`src/rtl/sm_adder_pkg.sv`:
```
// Shared definitions for the ROM-based sign-magnitude adder.
//
// Contents:
//   SM_MIN_WIDTH / SM_MAX_WIDTH  supported operand widths (sign + magnitude)
//   SM_SIGN_W                    width of the sign field
//   sm_mag_width()               width of the magnitude field for a given operand width
//   sm_result_t                  result word sized for the widest supported operand
//   sm_entry()                   table-entry computation, evaluated only at elaboration
package sm_adder_pkg;

   localparam int SM_MIN_WIDTH = 2;
   localparam int SM_MAX_WIDTH = 6;
   localparam int SM_SIGN_W    = 1;

   typedef logic [SM_MAX_WIDTH:0] sm_result_t;

   function automatic int sm_mag_width(input int width);
      return width - SM_SIGN_W;
   endfunction

   // Result is {sign, magnitude}. The magnitude is width bits wide, so the
   // largest sum (2 * max magnitude) always fits. -0 inputs and zero results
   // are both folded to +0.
   function automatic sm_result_t sm_entry(input int width, input int a, input int b);
      int mag_mask;
      int sa;
      int sb;
      int ma;
      int mb;
      int mag;
      int sign;
      mag_mask = (1 << sm_mag_width(width)) - 1;
      ma = a & mag_mask;
      mb = b & mag_mask;
      sa = (a >> sm_mag_width(width)) & 1;
      sb = (b >> sm_mag_width(width)) & 1;
      if (ma == 0) sa = 0;
      if (mb == 0) sb = 0;
      if (sa == sb) begin
         mag  = ma + mb;
         sign = sa;
      end else if (ma >= mb) begin
         mag  = ma - mb;
         sign = sa;
      end else begin
         mag  = mb - ma;
         sign = sb;
      end
      if (mag == 0) sign = 0;
      return sm_result_t'((sign << width) | mag);
   endfunction

endpackage

```
`src/rtl/sm_add_rom.sv`:
```
// Constant lookup table holding every sign-magnitude sum, with a registered read.
//
// Ports:
//   clk   rising-edge clock
//   rst   asynchronous active-high reset, clears sum
//   addr  {a, b}, operand a in the upper half
//   sum   registered table entry {sign, magnitude}
module sm_add_rom
   import sm_adder_pkg::*;
#(
   parameter int DATA_WIDTH = 4
) (
   input  logic                      clk,
   input  logic                      rst,
   input  logic [2*DATA_WIDTH-1:0]   addr,
   output logic [DATA_WIDTH:0]       sum
);

   localparam int RW    = DATA_WIDTH + 1;
   localparam int DEPTH = 1 << (2 * DATA_WIDTH);
   localparam int OPMASK = (1 << DATA_WIDTH) - 1;

   logic [DATA_WIDTH:0] rom [DEPTH];

   // Every entry is a constant expression, so the table folds to logic/ROM
   // with no adder in the datapath.
   for (genvar i = 0; i < DEPTH; i++) begin : g_rom
      assign rom[i] = RW'(sm_entry(DATA_WIDTH, (i >> DATA_WIDTH) & OPMASK, i & OPMASK));
   end

   always_ff @(posedge clk or posedge rst) begin
      if (rst) begin
         sum <= '0;
      end else begin
         sum <= rom[addr];
      end
   end

endmodule

```
`src/rtl/rom_based_sign_magnitude_adder.sv`:
```
// Sign-magnitude adder built from a precomputed lookup table.
//
// Ports:
//   clk   rising-edge clock
//   rst   asynchronous active-high reset
//   a, b  sign-magnitude operands (MSB = sign)
//   sum   registered sign-magnitude result, one bit wider than the operands
//
// Build option SM_ADDER_INPUT_REG_EN: registers a and b ahead of the table,
// latency 2 clk instead of 1. Results are identical in both builds.
module rom_based_sign_magnitude_adder
   import sm_adder_pkg::*;
#(
   parameter int DATA_WIDTH = 4
) (
   input  logic                  clk,
   input  logic                  rst,
   input  logic [DATA_WIDTH-1:0] a,
   input  logic [DATA_WIDTH-1:0] b,
   output logic [DATA_WIDTH:0]   sum
);

   logic [DATA_WIDTH-1:0] a_rom;
   logic [DATA_WIDTH-1:0] b_rom;

`ifdef SM_ADDER_INPUT_REG_EN
   always_ff @(posedge clk or posedge rst) begin
      if (rst) begin
         a_rom <= '0;
         b_rom <= '0;
      end else begin
         a_rom <= a;
         b_rom <= b;
      end
   end
`else
   assign a_rom = a;
   assign b_rom = b;
`endif

   sm_add_rom #(
      .DATA_WIDTH (DATA_WIDTH)
   ) u_rom (
      .clk  (clk),
      .rst  (rst),
      .addr ({a_rom, b_rom}),
      .sum  (sum)
   );

endmodule

```
`config.mk`:
```
export PLATFORM = sky130hd
export DESIGN_NAME = rom_based_sign_magnitude_adder
export DESIGN_NICKNAME = d
export VERILOG_FILES = /design/src/rtl/sm_adder_pkg.sv /design/src/rtl/sm_add_rom.sv /design/src/rtl/rom_based_sign_magnitude_adder.sv
export SDC_FILE = /design/constraint.sdc
export NUM_CORES = 1
export LEC_CHECK = 0
export ABC_AREA = 0
export BUFFER_PORTS_ARGS = -buffer_cell sky130_fd_sc_hd__buf_4
export CAP_MARGIN = 20
export CORE_ASPECT_RATIO = 1.25
export CORE_UTILIZATION = 45
export DETAILED_ROUTE_END_ITERATION = 8
export PLACE_DENSITY = 0.75
export SETUP_SLACK_MARGIN = 0.2
export SYNTH_ARGS = -nofsm -noshare
export SYNTH_HDL_FRONTEND = slang
export SYNTH_SLANG_ARGS = --single-unit
```
`constraint.sdc`:
```
create_clock -name clk -period 0.95 [get_ports clk]
set_input_delay 0.19 -clock clk [delete_from_list [all_inputs] [get_ports clk]]
set_output_delay 0.19 -clock clk [all_outputs]
set_load 0.02 [all_outputs]
```
==> results.cfg <==
[floorplan]
initial_core_util_pct = 48.5
fp.dieH_um = 62.7
core_area_sq_um = 2730
chipWidth_um = 50.5
die-area_sq_um = 3170
num_io_pins = 15
fp-row-count = 21

[critical_path]
cp_slowest_stage_delay_ps = 330
critPathBufInv = 2
worstPathMaxFanout = 6
cp_common_cell = buf_6
start_kind = input pin
cpMaxStageDelayCell = o311ai_2
crit_family = compound AO/OA/AOI/OAI gates
critPathArrivalTime_ps = 1490
crit_path_cell_trace = buf_6 -> buf_6 -> ha_2 -> nor3_1 -> o311ai_2 -> a211oi_1 -> nor4_1 -> nand3_1
crit_path_end_kind = flip-flop
required_ps = 1070
critPathKind = in -> reg

[yosys]
synth_cells = 183
synth_top_area_share_pct = 9.44
yosys_warnings = 0
syn_area_per_cell_sq_um = 7.24
synth_seq_cells = 5
synthFlopType = dfrtp_1
syn-num-nets = 202
synth-seq-area-share_pct = 9.44
syn_area_sq_um = 1330
synthTopCellsByCount = a21oi_1 (16), nand2_1 (15), nor2_1 (13), buf_2 (11), o21ai_0 (11)
yosysMostFrequentCell = a21oi_1
synth-edff-count = 0
yosys.area.top_type = dfrtp_1
async_flop_share_pct = 100
ys_types = 56
synth.area.top_cells = dfrtp_1 (9.4%), ha_1 (8.5%), a21oi_1 (6.0%)

[final_layout]
largest_reg_flops = 5
largest_register = u_rom.sum
areaGrowthSynthToFinish_pct = 56.8
stdcell_count = 265
top_regs = u_rom.sum x5
fill_cells = 167
seq_area_sq_um = 125
drive_gt1_share_pct = 48.5
final_core_util_pct = 76.0
multiInputGateArea_sq_um = 1230
nets = 251
n_antenna_cell = 0

[route]
viasPerCell = 6.56
drt-initial-drc-count = 144
vias = 1738
route.detailed.drc = 0
wire_per_inst_um = 20.5
wl_mm = 5.42
ant_nets = 0
first_pass_iters = 4

[power_and_ir_drop]
p_int_mw = 0.911
peakVddDrop_mv = 0.474
p_leak_nw = 0.851
clockPowerShare_pct = 18.3
p_seq_share_pct = 15.9
power_switching_mw = 0.711
swShare_pct = 43.8
finalPower_mw = 1.62
combPwrFrac_pct = 65.8
power-per-cell-area_nw_per_um2 = 781

[timing]
slew-limit-headroom_pct = 74.1
setup_viol = 9
hold_viol = 0
setup_ws_ps = -421
worstMarginPinSlew_ps = 378
period_share_pct = 144
grt_setup_unrepaired = true
fin_crit_ps = 1370
max_clock_freq_ghz = 0.729
drv_slew = 0
final.setup.tns_ps = -1480
timing.hold.ws_ps = 367

[global_route]
grt_pass1_wl_mm = 7.80
track_usage_pct = 32.3
grt_max_degree = 19
grt_pass1_vias = 1620
antenna_found_initial = 0
grt-ovfl-total = 0

[job]
drv_cap = 0

[clock_tree]
cts_tree = done
clk_pin_slew_worst_paths_ps = 70
cts_buffer_depth = 2
cts.sinks = 5
cts_made_buffers = 3
ctsHtreeMaxLevel = 1
cts-root-buf = clkbuf_4

[placement]
place_congestion = 0.955
port_buffers = 14
placedCellCount = 255
hpwl_mm = 3.34

[min_path]
min_path_type = in -> reg

[outcome]
violations = setup timing
status = complete, but fails checks
## through the flow
stage	area, sq um	worst slack, ps
6_report	2080	-421
5_1_grt	2080	-483
4_1_cts	1980	-397
3_5_place_dp	1700	-805
3_3_place_gp	1700	-792
2_1_floorplan	1410	-610
## cell usage in the layout, fill, tap and decap left out, types with 2 or more instances in the layout
master,count
o21ai_1,8
buf_8,4
nand2_1,15
o21ai_0,8
nor2_1,10
o211ai_1,3
a21oi_2,4
nand2b_1,2
o2111ai_1,2
xor2_4,2
a21oi_4,2
o211a_1,2
a211oi_1,6
a21oi_1,10
buf_4,43
ha_1,2
inv_1,5
nor2b_1,4
o311ai_2,2
nand3_1,7
clkbuf_4,3
dfrtp_1,5
a31oi_1,2
nor3_1,3
ha_2,3
inv_2,2
buf_6,17
nor2_4,2
nand2b_4,2
nor4_1,4
xnor2_1,2
nor2_2,3
o32ai_2,2
ha_4,4
## repair_timing
item,CTS,global route
gates resized for setup,50,17
setup buffers,4,1
pin swaps,21,5
setup endpoints to repair,10,10
endpoints found under the hold margin,5,0
gates cloned,0,0
hold buffers,1,0
## path summary, 6_finish.rpt
check | from | endpoint | cells after the start
max | b[0] | u_rom.sum[2] | 8
min | a[2] | u_rom.sum[4] | 4
max in group asynchronous | rst | u_rom.sum[1] | 3
min in group asynchronous | rst | u_rom.sum[3] | 3
## logic make-up after synthesis
| logic type | after synthesis | share of synthesized area, % |
|---|---|---|
| buffers and inverters | 31 | 14.4 |
| adder cells (fa/ha/maj) | 9 | 8.50 |
| flip-flops | 5 | 9.44 |
| multiplexers | 1 | 0.755 |
| AND/OR/NAND/NOR | 61 | 22.8 |
| XOR/XNOR | 5 | 4.72 |
| AO/OA/AOI/OAI | 71 | 39.5 |
## layout make-up
class | instances | area share [%]
multi-input cells | 147 | 59.5
repair buffers | 66 | 29.1
flip-flops and latches | 5 | 6.02
inverters | 9 | 2.11
well taps | 34 | 2.05
clock buffers | 4 | 1.27
## per-layer routing
layer	wire length, um	global-route usage, %
met5	0	0
met4	367	15.3
met3	522	6.33
met2	2670	55.3
met1	1860	37.5
## power groups by stage
stage | logic [mW] | registers, mW | clock network (mW)
6_report | 1.07 | 0.258 | 0.297
5_1_grt | 1.13 | 0.258 | 0.306
4_1_cts | 0.962 | 0.254 | 0.258
3_5_place_dp | 0.824 | 0.252 | 0
3_3_place_gp | 0.808 | 0.251 | 0
2_1_floorplan | 0.518 | 0.284 | 0
Power figures use the tool's default switching activity.
